`config.mk`:
```
export PLATFORM = sky130hd
export DESIGN_NAME = popcount_window_stats
export DESIGN_NICKNAME = d
export VERILOG_FILES = /design/src/rtl/popcount_window_stats.sv
export SDC_FILE = /design/constraint.sdc
export NUM_CORES = 1
export LEC_CHECK = 0
export CORE_MARGIN = 2
export CORE_UTILIZATION = 56
export CTS_BUF_LIST = sky130_fd_sc_hd__clkbuf_8
export DETAILED_ROUTE_END_ITERATION = 8
export PLACE_DENSITY = 0.9
export SYNTH_ARGS = -nofsm -noshare
export SYNTH_HDL_FRONTEND = slang
export SYNTH_SLANG_ARGS = --single-unit
```
`constraint.sdc`:
```
create_clock -name clk_i -period 2.4 [get_ports clk_i]
set_input_delay 0.24 -clock clk_i [delete_from_list [all_inputs] [get_ports clk_i]]
set_output_delay 0.24 -clock clk_i [all_outputs]
set_load 0.05 [all_outputs]
```
`src/rtl/popcount_window_stats.sv`:
```
// Windowed sum/min/max of the popcount stream: groups WINDOW accepted samples
// and reports the window statistics with a one-cycle valid pulse.
module popcount_window_stats #(
    parameter int WIDTH  = 5,
    parameter int WINDOW = 8,
    localparam int CNT_W = $clog2(WIDTH) + 2,
    localparam int SUM_W = $clog2(WIDTH * WINDOW + 1)
) (
    input  logic             clk_i,
    input  logic             arst_n_i,
    input  logic [CNT_W-1:0] cnt_i,
    input  logic             cnt_val_i,
    input  logic             clear_i,
    output logic [SUM_W-1:0] sum_o,
    output logic [CNT_W-1:0] min_o,
    output logic [CNT_W-1:0] max_o,
    output logic             stats_val_o,
    output logic             busy_o,
    output logic             range_err_o
);

    localparam int IDX_W = (WINDOW > 1) ? $clog2(WINDOW) : 1;
    localparam logic [IDX_W-1:0] LAST_IDX = IDX_W'(WINDOW - 1);
    localparam logic [CNT_W-1:0] MAX_SAMPLE = CNT_W'(WIDTH);

    typedef enum logic {
        IDLE,
        ACCUM
    } state_t;

    state_t state_q, state_d;

    logic [IDX_W-1:0] idx;
    logic [SUM_W-1:0] acc;
    logic [CNT_W-1:0] rmin;
    logic [CNT_W-1:0] rmax;

    function automatic logic [CNT_W-1:0] sat_sample(input logic [CNT_W-1:0] v);
        return (v > MAX_SAMPLE) ? MAX_SAMPLE : v;
    endfunction

    function automatic logic [CNT_W-1:0] min_of(input logic [CNT_W-1:0] a,
                                                input logic [CNT_W-1:0] b);
        return (a < b) ? a : b;
    endfunction

    function automatic logic [CNT_W-1:0] max_of(input logic [CNT_W-1:0] a,
                                                input logic [CNT_W-1:0] b);
        return (a > b) ? a : b;
    endfunction

    logic             accept;
    logic             first;
    logic             last;
    logic             out_of_range;
    logic [CNT_W-1:0] samp;
    logic [SUM_W-1:0] acc_nxt;
    logic [CNT_W-1:0] rmin_nxt;
    logic [CNT_W-1:0] rmax_nxt;

    always_comb begin
        accept       = cnt_val_i & ~clear_i;
        first        = (idx == '0);
        last         = (idx == LAST_IDX);
        out_of_range = (cnt_i > MAX_SAMPLE);
        samp         = sat_sample(cnt_i);
        // A fresh window loads the sample instead of folding it into stale values.
        acc_nxt      = first ? SUM_W'(samp) : acc + SUM_W'(samp);
        rmin_nxt     = first ? samp : min_of(rmin, samp);
        rmax_nxt     = first ? samp : max_of(rmax, samp);
    end

    always_comb begin
        state_d = state_q;
        if (clear_i) begin
            state_d = IDLE;
        end else if (accept) begin
            state_d = last ? IDLE : ACCUM;
        end
    end

    always_ff @(posedge clk_i or negedge arst_n_i) begin
        if (!arst_n_i) begin
            state_q <= IDLE;
        end else begin
            state_q <= state_d;
        end
    end

    assign busy_o = (state_q == ACCUM);

    always_ff @(posedge clk_i or negedge arst_n_i) begin
        if (!arst_n_i) begin
            idx  <= '0;
            acc  <= '0;
            rmin <= '0;
            rmax <= '0;
        end else if (clear_i) begin
            idx <= '0;
        end else if (accept) begin
            acc  <= acc_nxt;
            rmin <= rmin_nxt;
            rmax <= rmax_nxt;
            idx  <= last ? '0 : idx + IDX_W'(1);
        end
    end

    // Window results: updated only on the completing sample, held otherwise.
    always_ff @(posedge clk_i or negedge arst_n_i) begin
        if (!arst_n_i) begin
            sum_o       <= '0;
            min_o       <= '0;
            max_o       <= '0;
            stats_val_o <= 1'b0;
        end else begin
            stats_val_o <= accept & last;
            if (accept && last) begin
                sum_o <= acc_nxt;
                min_o <= rmin_nxt;
                max_o <= rmax_nxt;
            end
        end
    end

    always_ff @(posedge clk_i or negedge arst_n_i) begin
        if (!arst_n_i) begin
            range_err_o <= 1'b0;
        end else if (clear_i) begin
            range_err_o <= 1'b0;
        end else if (accept && out_of_range) begin
            range_err_o <= 1'b1;
        end
    end

endmodule

```
After elaboration in Yosys (flattened, before gate mapping)
Cells that the tools add are included.
{ "totals": {"ff_bits": 38, "elab_cells": 39} }
{ "op_classes": {"n_addsub": 2, "n_lt_le_gt_ge": 3, "n_eq_ne": 1, "muxes": 14, "bitwise": 3, "reduce_logical": 6} }
{ "op_table": {"columns": ["operator", "count"], "rows": [
  ["5-bit two-way mux", 5],
  ["3-bit two-way mux", 3],
  ["6-bit by 5-bit adder with 6-bit output", 1],
  ["6-bit two-way mux", 1],
  ["5-bit by 3-bit > comparator with 1-bit output, second input constant", 1],
  ["5-bit > comparator", 1],
  ["5-bit < comparator", 1],
  ["1-bit two-way mux", 5],
  ["2-bit nonzero test", 2],
  ["3-bit by 1-bit adder with 3-bit output, second input constant", 1],
  ["3-bit == test, second input constant", 1],
  ["3-bit logical NOT", 1],
  ["1-bit bitwise AND", 2],
  ["1-bit logical AND", 2],
  ["2-bit AND reduction", 1],
  ["1-bit inverter", 1]
]} }

Longest topological paths before layout
{ "logic_depth": {"ltp_word": 5, "ltp_mapped": 9, "depth_no_buf": 9} }

Least setup slack after synthesis
Ideal clock, no wire load.
{ "synth_timing": {"path_kind": "in2reg", "start": "in cnt_i[3]", "end": "reg rmax[0]", "t_arrival_ns": 2.440, "required_ns": 2.275, "path_slack_ns": -0.165, "cell_stages": 8, "n_path_buf": 0, "cell_sequence": "or3_1 > inv_1 > nand2_1 > ha_1 > and4_1 > a221o_1 > a21oi_2 > mux2_2"} }
{ "synth_between": {"elab_chain_cells": 5} }
{ "synth_lines": {"columns": ["element", "line_no", "text"], "rows": [
  ["start, declared", "11", "input logic [CNT_W-1:0] cnt_i,"],
  ["5-bit by 3-bit > comparator with 1-bit output", "39", "return (v > MAX_SAMPLE) ? MAX_SAMPLE : v;"],
  ["5-bit two-way mux (*)", "39", null],
  ["5-bit > comparator", "49", "return (a > b) ? a : b;"],
  ["5-bit two-way mux", "49", null],
  ["5-bit two-way mux (*)", "70", "rmax_nxt = first ? samp : max_of(rmax, samp);"],
  ["end signal, assigned", "103", "rmax <= rmax_nxt;"],
  ["end, declared", "36", "logic [CNT_W-1:0] rmax;"]
]} }
Mark *: on every way between the ends. The rest lies on a longest branch, timed or not.
A chain may end at the register's enable or synchronous reset.

Final worst setup path
{ "layout_timing": {"start": "in cnt_i[2]", "end": "reg rmax[1]"} }
Same word-level chain as after synthesis.

==> summary.txt <==
STA
  • Setup Viol. Count Final: 0
  • Slew HR: 44.8%
  • Worst-margin pin slew: 0.828 ns
  • Unrepaired setup endpoints after global routing: false
  • Final setup margin: 0.171 ns
  • Max Clk Rate: 449 MHz
  • Clock Skews: 0.00244 ns
  • TNS Setup: 0 ns
  • Tcrit/Tclk final: 92.9%
  • Final hold viol count: 0
  • Slew Limit Fails: 0
  • Final min period: 2.23 ns

Finish
  • Antenna diodes: 0
  • Register area: 951 sq um
  • Multi-input logic area: 1090 sq um
  • Final Util: 78.3%
  • Fin nets: 283
  • FILL cells: 198
  • Most common cell after layout, fill and taps aside: dfrtp_1
  • Layout cells sized above 1: 18.0%
  • Most frequent cells in the layout: dfrtp_1 (38), nand2_1 (27), clkdlybuf4s50_1 (23)
  • Area growth syn-to-layout: 30.2%

Place
  • # port buffers: 27
  • DP Worst Slack: -0.409 ns
  • GP Congestion: 0.795
  • DPL Wire Length: 3330 um

Yosys
  • Yosys Warn Count: 0
  • Number of synthesized flops with an enable pin: 0
  • Post-Syn Area: 2050 sq um
  • Top-area cell type share of the netlist area: 46.3%
  • Ys async rst share: 100%
  • Synthesis-stage register bit count: 38
  • Synth top area cells: dfrtp_1 (46%), ha_1 (10%), nand2_1 (5.1%), o21ai_0 (4.6%), mux2_2 (3.8%)
  • Top FF cell, synth: dfrtp_1
  • Synthesized instance count: 203
  • Yosys cell types: 42
  • Mean Syn Cell Area: 10.1 sq um
  • Yosys top cell by area: dfrtp_1
  • Sequential fraction of the synthesis area: 46.3%

Setup path
  • Crit Path Max Fanout: 4
  • Worst R2R Path Depth: 5
  • Startpoint types: input port
  • Endpoint type of the worst setup path: flop
  • CP Data Required Time: 2.58 ns
  • Flop-to-flop setup slack: 0.33 ns
  • Crit Path Class: in2reg
  • Worst r2r dst: rmax[1]
  • CP arrival: 2.41 ns
  • R2r startpoint: rmax[2]

Route
  • Routed WL: 4900 um
  • Post-route ant nets: 0
  • DRC: 0
  • DR iter-0 viols: 89
  • Wirelength per Cell: 16.2 um
  • DR vias/cell: 5.75
  • Via count: 1738
  • DRT Pass-1 Iters: 4

GRT
  • Global Route met1 Usage: 32.9%
  • First-pass GRT wire length: 8630 um
  • GR Util met2: 44.8%
  • Busiest layer in global routing: met2
  • Largest net degree at the start of global routing: 39
  • Number of global-route vias before repair: 1835
  • GR Overflow Total: 0
  • GRT Total Usage: 27.1%
  • GR Util met3: 5.38%
  • Initial antenna violation count: 0

Clocking
  • TritonCTS Buffers: 5
  • Longest Clk Path Bufs: 2
  • Root Driver: clkbuf_8
  • Worst skew pair latency: 0.29 ns
  • Htree depth: 2
  • Clock slew at reported path FFs: 0.07 ns
  • TritonCTS clock tree: yes
  • Clock sink total: 38

Pwr
  • Leakage: 1.29 nW
  • Overall power: 0.00163 W
  • PD cells: 608 nW/um^2
  • Peak supply drop: 0.548 mV

Die
  • Core region area: 3420 sq um
  • Die width: 64.6 um
  • Starting Density: 60.1%
  • DIE HEIGHT: 64.6 um
  • Row cnt: 21
  • I/O pin cnt: 28
  • Die area: 4170 sq um

Flow run
  • Max-Cap Viols: 0

Run status
  • Status: completed

Worst hold path
  • Hold/Removal Path Class: in2async
per-stage QoR:
step	hold slack, ns	instances	area (sq um)
floorplan	-0.0556	207	2080
global placement	0.378	294	2520
detailed placement	0.387	294	2520
CTS	0.0740	302	2660
global route	0.125	302	2670
finish	0.0297	302	2670
flip-flops by register name (all words and copies together), names as in the netlist:
| name | flops |
|---|---|
| rmax | 5 |
| busy_o | 1 |
| range_err_o | 1 |
| idx | 3 |
| stats_val_o | 1 |
| sum_o | 6 |
| rmin | 5 |
| acc | 6 |
| min_o | 5 |
| max_o | 5 |
area by class of cell:
cell class                      instances  area share (%)
Clock buffer                            6            3.09
Clock inverter                          1            1.12
Tap cell                               46            2.15
Timing Repair Buffer                   48            15.8
Sequential cell                        38            35.6
Multi-Input combinational cell        152            40.6
Inverter                               11            1.64
layer usage:
| layer | wire length (um) | share of wire (%) | up-vias |
|---|---|---|---|
| met5 | 0 | 0 | - |
| met4 | 141 | 2.9 | 0 |
| met3 | 204 | 4.2 | 18 |
| met2 | 2440 | 50 | 55 |
| met1 | 2110 | 43 | 849 |
| li1 | - | - | 816 |
cells in the mapped netlist (all sizes together), types with 2 or more instances:
library cell / instances
a211oi: 2
o211ai: 2
and2b: 2
a21oi: 8
nor2: 10
dfrtp: 38
buf: 2
and2: 2
clkbuf: 4
o21ai: 19
nand2b: 4
a31oi: 2
a31o: 2
inv: 11
nand2: 28
conb: 2
nor3: 2
a21o: 3
nor2b: 5
mux2: 7
o21a: 2
mux2i: 3
nand4: 2
o41ai: 2
a211o: 7
ha: 17
nand3: 4
worst max-delay path: stages:
cell,delay [ns]
dlygate4sd2_1,0.24
or3_4,0.40
inv_4,0.07
ha_1,0.23
a211o_1,0.30
a221o_1,0.36
a21oi_4,0.24
mux2_4,0.33
where the power goes:
| part | internal, W | leakage, nW | switching [W] |
|---|---|---|---|
| sequential | 0.000680 | 0.500 | 0.0000338 |
| clock | 0.000333 | 0.0573 | 0.000228 |
| combinational | 0.000155 | 0.732 | 0.000197 |
worst max-delay path by stage:
stage,from,endpoint,cells past startpoint
after global placement,cnt_i[3],rmax[0],9
after floorplan,cnt_i[3],rmax[0],8
after global routing,cnt_i[1],sum_o[4],9
final,cnt_i[2],rmax[1],8
after CTS,cnt_i[3],rmax[1],9
after detailed placement,cnt_i[3],rmax[1],9
what timing repair did:
| action | CTS | global route |
|---|---|---|
| resized for setup | 7 | 3 |
| setup buffers | 1 | 0 |
| setup endpoints to repair | 4 | 17 |
| hold buffers | 0 | 0 |
| gates cloned | 0 | 0 |
| pin swaps | 4 | 3 |
cells by family after synthesis:
kind of cell / after synthesis / synth area share (%)
AND/OR/NAND/NOR: 64 / 14.9
AO/OA/AOI/OAI: 54 / 18.6
flip-flops: 38 / 46.3
adder cells (fa/ha/maj): 18 / 11.3
buffers and inverters: 17 / 3.17
multiplexers: 10 / 5.30
other: 2 / 0.366
Power figures use the tool's default switching activity.
